File: src/rtl/freq_meas_sched.sv
// freq_meas_sched: round-robin scheduler sharing one frequency-measurement counter across NUM_CH sources.
// Define FREQ_SCHED_LIMIT_CHECK_EN to build the per-channel out-of-range alarm comparators.
module freq_meas_sched #(
    parameter int NUM_CH         = 4,
    parameter int CH_W           = 2,
    parameter int CNT_W          = 16,
    parameter int SETTLE_CYCLES  = 16,
    parameter int GATE_CYCLES    = 1000,
    parameter int TIMEOUT_CYCLES = 64
) (
    input  logic              CLK,
    input  logic              RESET,
    input  logic              ENABLE,
    input  logic [NUM_CH-1:0] CH_MASK,
    output logic [CH_W-1:0]   CH_SEL,
    output logic              GATE,
    input  logic              RES_TOGGLE,
    input  logic [CNT_W-1:0]  RES_IN,
    input  logic [CH_W-1:0]   RD_CH,
    output logic [CNT_W-1:0]  RD_DATA,
    output logic              RD_VALID,
    input  logic [CNT_W-1:0]  LIM_LO,
    input  logic [CNT_W-1:0]  LIM_HI,
    output logic [NUM_CH-1:0] ALARM,
    output logic              CYCLE_DONE,
    output logic              BUSY
);

    localparam int TMR_W = $clog2(GATE_CYCLES + SETTLE_CYCLES + TIMEOUT_CYCLES + 1);

    typedef enum logic [2:0] {
        S_IDLE,
        S_SETTLE,
        S_GATE,
        S_WAIT,
        S_STORE
    } state_t;

    state_t             state_q, state_d;
    logic [TMR_W-1:0]   tmr_q, tmr_d;
    logic [CH_W-1:0]    ch_q, ch_d;
    logic [CH_W-1:0]    ptr_q, ptr_d;
    logic               gate_q, gate_d;
    logic               busy_q, busy_d;
    logic               done_q, done_d;
    logic               timeout_q, timeout_d;
    logic [CNT_W-1:0]   res_q, res_d;
    logic [2:0]         sync_q, sync_d;
    logic [CNT_W-1:0]   ram_q [NUM_CH];
    logic [CNT_W-1:0]   ram_d [NUM_CH];
    logic [NUM_CH-1:0]  valid_q, valid_d;
    logic               res_edge;

    // Lowest enabled channel at or after start, wrapping past NUM_CH-1.
    function automatic logic [CH_W-1:0] pick_ch(input logic [NUM_CH-1:0] mask,
                                                 input logic [CH_W-1:0] start);
        logic [CH_W-1:0] sel;
        logic            found;
        int              idx;
        sel   = start;
        found = 1'b0;
        for (int i = 0; i < NUM_CH; i++) begin
            idx = (int'(start) + i) % NUM_CH;
            if (!found && mask[idx]) begin
                sel   = CH_W'(idx);
                found = 1'b1;
            end
        end
        return sel;
    endfunction

    function automatic logic [CH_W-1:0] last_ch(input logic [NUM_CH-1:0] mask);
        logic [CH_W-1:0] sel;
        sel = '0;
        for (int i = 0; i < NUM_CH; i++) begin
            if (mask[i]) begin
                sel = CH_W'(i);
            end
        end
        return sel;
    endfunction

    function automatic logic [CH_W-1:0] wrap_inc(input logic [CH_W-1:0] ch);
        return (int'(ch) == NUM_CH - 1) ? '0 : ch + CH_W'(1);
    endfunction

    assign res_edge = sync_q[2] ^ sync_q[1];

`ifdef FREQ_SCHED_LIMIT_CHECK_EN
    logic [NUM_CH-1:0] alarm_q, alarm_d;
    assign ALARM = alarm_q;
`else
    logic lim_unused;
    assign ALARM      = '0;
    assign lim_unused = ^{LIM_LO, LIM_HI};
`endif

    always_comb begin
        sync_d    = {sync_q[1:0], RES_TOGGLE};
        state_d   = state_q;
        tmr_d     = tmr_q;
        ch_d      = ch_q;
        ptr_d     = ptr_q;
        gate_d    = gate_q;
        done_d    = 1'b0;
        timeout_d = timeout_q;
        res_d     = res_q;
        ram_d     = ram_q;
        valid_d   = valid_q;
`ifdef FREQ_SCHED_LIMIT_CHECK_EN
        alarm_d   = alarm_q;
`endif
        case (state_q)
            S_IDLE: begin
                if (ENABLE && |CH_MASK) begin
                    ch_d    = pick_ch(CH_MASK, ptr_q);
                    tmr_d   = '0;
                    state_d = S_SETTLE;
                end
            end
            S_SETTLE: begin
                if (tmr_q == TMR_W'(SETTLE_CYCLES - 1)) begin
                    tmr_d   = '0;
                    gate_d  = 1'b1;
                    state_d = S_GATE;
                end else begin
                    tmr_d = tmr_q + TMR_W'(1);
                end
            end
            S_GATE: begin
                if (tmr_q == TMR_W'(GATE_CYCLES - 1)) begin
                    tmr_d   = '0;
                    gate_d  = 1'b0;
                    state_d = S_WAIT;
                end else begin
                    tmr_d = tmr_q + TMR_W'(1);
                end
            end
            S_WAIT: begin
                // A result edge wins over a timeout landing on the same cycle.
                if (res_edge) begin
                    res_d     = RES_IN;
                    timeout_d = 1'b0;
                    state_d   = S_STORE;
                end else if (tmr_q == TMR_W'(TIMEOUT_CYCLES - 1)) begin
                    timeout_d = 1'b1;
                    state_d   = S_STORE;
                end else begin
                    tmr_d = tmr_q + TMR_W'(1);
                end
            end
            S_STORE: begin
                if (!timeout_q) begin
                    ram_d[ch_q] = res_q;
                end
                valid_d[ch_q] = !timeout_q;
`ifdef FREQ_SCHED_LIMIT_CHECK_EN
                alarm_d[ch_q] = timeout_q | (res_q < LIM_LO) | (res_q > LIM_HI);
`endif
                done_d = |CH_MASK && (ch_q == last_ch(CH_MASK));
                ptr_d  = wrap_inc(ch_q);
                tmr_d  = '0;
                if (ENABLE && |CH_MASK) begin
                    ch_d    = pick_ch(CH_MASK, wrap_inc(ch_q));
                    state_d = S_SETTLE;
                end else begin
                    state_d = S_IDLE;
                end
            end
            default: begin
                state_d = S_IDLE;
            end
        endcase
        busy_d = (state_d != S_IDLE);
    end

    always_ff @(posedge CLK or posedge RESET) begin
        if (RESET) begin
            state_q   <= S_IDLE;
            tmr_q     <= '0;
            ch_q      <= '0;
            ptr_q     <= '0;
            gate_q    <= 1'b0;
            busy_q    <= 1'b0;
            done_q    <= 1'b0;
            timeout_q <= 1'b0;
            res_q     <= '0;
            sync_q    <= '0;
            ram_q     <= '{default: '0};
            valid_q   <= '0;
`ifdef FREQ_SCHED_LIMIT_CHECK_EN
            alarm_q   <= '0;
`endif
        end else begin
            state_q   <= state_d;
            tmr_q     <= tmr_d;
            ch_q      <= ch_d;
            ptr_q     <= ptr_d;
            gate_q    <= gate_d;
            busy_q    <= busy_d;
            done_q    <= done_d;
            timeout_q <= timeout_d;
            res_q     <= res_d;
            sync_q    <= sync_d;
            ram_q     <= ram_d;
            valid_q   <= valid_d;
`ifdef FREQ_SCHED_LIMIT_CHECK_EN
            alarm_q   <= alarm_d;
`endif
        end
    end

    always_comb begin
        RD_DATA  = '0;
        RD_VALID = 1'b0;
        if (int'(RD_CH) < NUM_CH) begin
            RD_DATA  = ram_q[RD_CH];
            RD_VALID = valid_q[RD_CH];
        end
    end

    assign CH_SEL     = ch_q;
    assign GATE       = gate_q;
    assign BUSY       = busy_q;
    assign CYCLE_DONE = done_q;

endmodule

File: config.mk
export PLATFORM = sky130hd
export DESIGN_NAME = freq_meas_sched
export DESIGN_NICKNAME = d
export VERILOG_FILES = /design/src/rtl/freq_meas_sched.sv
export SDC_FILE = /design/constraint.sdc
export NUM_CORES = 1
export LEC_CHECK = 0
export BUFFER_PORTS_ARGS = -buffer_cell sky130_fd_sc_hd__buf_2
export CAP_MARGIN = 20
export CORE_UTILIZATION = 61
export DETAILED_ROUTE_END_ITERATION = 6
export HOLD_SLACK_MARGIN = 0.15
export PLACE_DENSITY = 0.85
export SKIP_CTS_REPAIR_TIMING = 1
export SLEW_MARGIN = 0
export SYNTH_ARGS = -nofsm -noshare
export SYNTH_HDL_FRONTEND = slang
export SYNTH_SLANG_ARGS = --single-unit
File: constraint.sdc
create_clock -name CLK -period 5.37 [get_ports CLK]
set_input_delay 0.537 -clock CLK [delete_from_list [all_inputs] [get_ports CLK]]
set_output_delay 0.537 -clock CLK [all_outputs]
set_load 0.02 [all_outputs]
==> impl_metrics.toml <==
[logic_synthesis]
ys_ff_latch = 109
yosys_warnings = 0
synth_ff_type = "sky130_fd_sc_hd__dfrtp_1"
ys_async_sr_fraction_pct = 100
synth.lib_cells_used.distinct = 57
post_synth_instance_area_sq_um = 5170
synth_enable_flop_cells = 0
syn-mean-instance-area_sq_um = 13.0
synth_seq_area_share_pct = 52.7
post_synthesis_instance_total = 397

[floorplan]
io_pins = 84
die_y_microns = 94.1
design.core.area_sq_um = 8220
initial_core_util_pct = 63.0
floorplan.rows = 33
fp.dieW_microns = 94.1
overall_die_area_sq_um = 8860

[clock_network]
max-clock-path-buffers = 2
cts.sink_count = 109
clk_latency_ns = 0.38
clk_root_buffer_cell = "sky130_fd_sc_hd__clkbuf_8"
cts_tree = "yes"
cts.reportedPaths.clkPinSlew_ns = 0.12
cts_htree_levels = 3
cts-buffers-inserted = 9

[timing]
unrepaired_setup_endpoints_after_global_routing = "no"
timing.final.setup_violations = 0
finalSetupTns_ns = 0
final-hold-violation-count = 0
clock_period_minus_worst_slack_ns = 2.60
worst_slew_margin_rel_pct = 31.2
max_freq_mhz = 385
worst_slew_pin_slew_ns = 1.03
fraction_of_the_cycle_the_final_worst_path_needs_pct = 48.3
clock_skew_ns = 0.0140
maxSlewViolCount = 0

[hold_path]
hp-class = "input pin to async pin"

[power]
switching_power_w = 0.000342
sequentialPowerShare_pct = 60.3
vdd_drop_max_mv = 0.152
power.share.clock_pct = 34.3
intPower_w = 0.00103
power.total_w = 0.00137
pwr_density_cell_nw_per_um2 = 243
switching_share_pct = 25.0
combPwrFrac_pct = 5.3
p_leak_nw = 2.80

[setup_path]
slowest_stage_cell_cp = "sky130_fd_sc_hd__nor2_2"
cp_data_required_time_ns = 5.63
setup.reg_to_reg.worst_slack_ns = 2.77
crit-reg2reg-capture = "ram_q[4]"
crit_path_cell_trace = "nor2_1 > and2_1 > nand2_1 > nor2_2 > mux2_2"
critical_path_arrival_ns = 2.86
critical_path_buf_inv_count = 0
critical_path.endpoint_type = "flop"
critPathMaxFanout = 17
path_class = "flop to flop"
crit_family = "simple AND/OR/NAND/NOR gates"
reg2reg_depth = 5
critical_path.startpoint_type = "flop"
worst_r2r_startpoint = "state_q[0]"
critPathMaxStageDelay_ns = 0.79

[run]
max-cap-violations = 0

[routing]
detailedRoute.firstIterationViolations = 213
drt-total-wl_microns = 9840
via_per_inst = 6.10
wl_per_cell_microns = 18.1
dr.pass1.iters = 4
drtAntennaViolNets = 0
detailroute.via_count = 3317
route.detailed.drc = 0

[place]
port-buffer-count = 47
gpl.final_weighted_congestion = 0.838
detailed_place_hpwl_microns = 6450

[layout]
fillCellCount = 541
antennaDiodeCount = 0
layout-area-overhead-vs-synth_pct = 8.90
design.final.nets = 497
final_layout_size_suffix_gt1_share_pct = 39.9

[global_routing]
grt.overflow.total = 0
pin_count_of_the_biggest_net_entering_global_routing = 69
grt_pass1_wl_microns = 16400
grt_pass1_vias = 3448
grt_antenna_before_repair = 0
grt_util_all_layers_pct = 24.6

[run_status]
outcome = "finished clean"
[through the flow]
| step | cell area (sq um) | util [%] | cells | hold WS (ns) | setup WS, ns |
|---|---|---|---|---|---|
| after global routing | 5640 | 68.6 | 544 | 0.205 | 2.61 |
| final | 5640 | 68.6 | 544 | 0.185 | 2.77 |
| after floorplan | 5190 | - | 400 | 0.331 | 1.96 |
| after global placement | 5430 | 66.1 | 527 | 0.333 | 2.84 |
| after CTS | 5620 | 68.4 | 543 | 0.181 | 2.81 |
| after detailed placement | 5430 | 66.1 | 527 | 0.354 | 2.84 |
[layout make-up]
type	count	area, sq um	share of cell area, %
multi-input combinational	257	2290	40.7
tap	105	131	2.33
inverter	8	32.5	0.577
clock inverter	7	67.6	1.20
clock buffer	9	124	2.20
sequential	109	2730	48.4
timing repair buffer	49	258	4.57
[cell usage in the layout, fill, tap and decap left out, types with 3 or more instances in the layout]
cell,n
sky130_fd_sc_hd__ha_1,5
sky130_fd_sc_hd__a21oi_1,12
sky130_fd_sc_hd__buf_2,47
sky130_fd_sc_hd__and3_1,4
sky130_fd_sc_hd__clkinv_4,3
sky130_fd_sc_hd__nor2_1,18
sky130_fd_sc_hd__o21ai_0,12
sky130_fd_sc_hd__mux2i_1,4
sky130_fd_sc_hd__a31oi_1,6
sky130_fd_sc_hd__conb_1,4
sky130_fd_sc_hd__nand3_1,5
sky130_fd_sc_hd__dfrtp_1,109
sky130_fd_sc_hd__mux4_2,17
sky130_fd_sc_hd__nand4_1,3
sky130_fd_sc_hd__nand2_1,29
sky130_fd_sc_hd__nand2b_1,5
sky130_fd_sc_hd__nor3_1,7
sky130_fd_sc_hd__inv_1,7
sky130_fd_sc_hd__a21o_1,3
sky130_fd_sc_hd__clkbuf_8,9
sky130_fd_sc_hd__nor4_1,3
sky130_fd_sc_hd__mux2_2,81
[registers in the layout, indices dropped and copies added, names as in the netlist, 2 cells and up]
name	flops
state_q	3
tmr_q	11
valid_q	4
CH_SEL	2
ram_q	64
res_q	16
ptr_q	2
sync_q	3
[worst reg2reg max path, cell delays in order (launching register included)]
cell and delay (ns):
sky130_fd_sc_hd__dfrtp_1 0.52, sky130_fd_sc_hd__nor2_1 0.26, sky130_fd_sc_hd__and2_1 0.34, sky130_fd_sc_hd__nand2_1 0.14, sky130_fd_sc_hd__nor2_2 0.79, sky130_fd_sc_hd__mux2_2 0.43
[cell families (layout without fill, tap and decap cells)]
group	count (synthesis)	count (layout)	synth area share, %
xor gates and xnor gates	2	2	0.339
and+or+nand+nor	87	87	8.66
DFF	109	109	52.7
other	1	4	0.0725
muxes	102	102	25.8
AOI/OAI and AO/OA	57	57	8.05
adders and majority gates	5	5	1.21
buffers and inverters	34	73	3.17
[power groups by stage]
stage | sequential (W) | clock (W) | combinational [W]
CTS | 0.000826 | 0.000484 | 0.0000745
global route | 0.000827 | 0.000514 | 0.0000825
finish | 0.000826 | 0.000470 | 0.0000729
floorplan | 0.000842 | 0 | 0.0000548
global placement | 0.000842 | 0 | 0.0000716
detailed placement | 0.000842 | 0 | 0.0000744
[cell usage after synthesis (6+ instances only)]
cell type                  instances  area (sq um)
sky130_fd_sc_hd__nor3_1            7          35.0
sky130_fd_sc_hd__a31oi_1           6          37.5
sky130_fd_sc_hd__mux2_2           81           912
sky130_fd_sc_hd__buf_2             7          35.0
sky130_fd_sc_hd__a21oi_1          12          60.1
sky130_fd_sc_hd__nor2_1           18          67.6
sky130_fd_sc_hd__mux4_2           17           383
sky130_fd_sc_hd__clkbuf_1         10          37.5
sky130_fd_sc_hd__o21ai_0          12          60.1
sky130_fd_sc_hd__inv_1             8          30.0
sky130_fd_sc_hd__nand2_1          29           109
sky130_fd_sc_hd__dfrtp_1         109          2730
[how the worst max path moves through the flow]
stage                from         to  slack, ns  depth (start not counted)
2_1_floorplan       RESET       BUSY       1.96                          1
3_3_place_gp   state_q[0]   ram_q[3]       2.84                          5
3_5_place_dp   state_q[0]  ram_q[12]       2.84                          5
4_1_cts        state_q[0]   ram_q[7]       2.81                          5
5_1_grt        state_q[0]   ram_q[4]       2.61                          5
6_report       state_q[0]   ram_q[4]       2.77                          5
[routing by layer]
layer  global-route usage (%)  vias to the layer above  share of wire [%]
met5                        0                        -                  0
met4                     9.36                        0                1.2
met3                     4.85                       10                3.4
met2                     41.6                       71                 52
met1                     31.3                     1711                 43
li1                         -                     1525                  -
No activity file was read; power rests on OpenSTA's default activity.
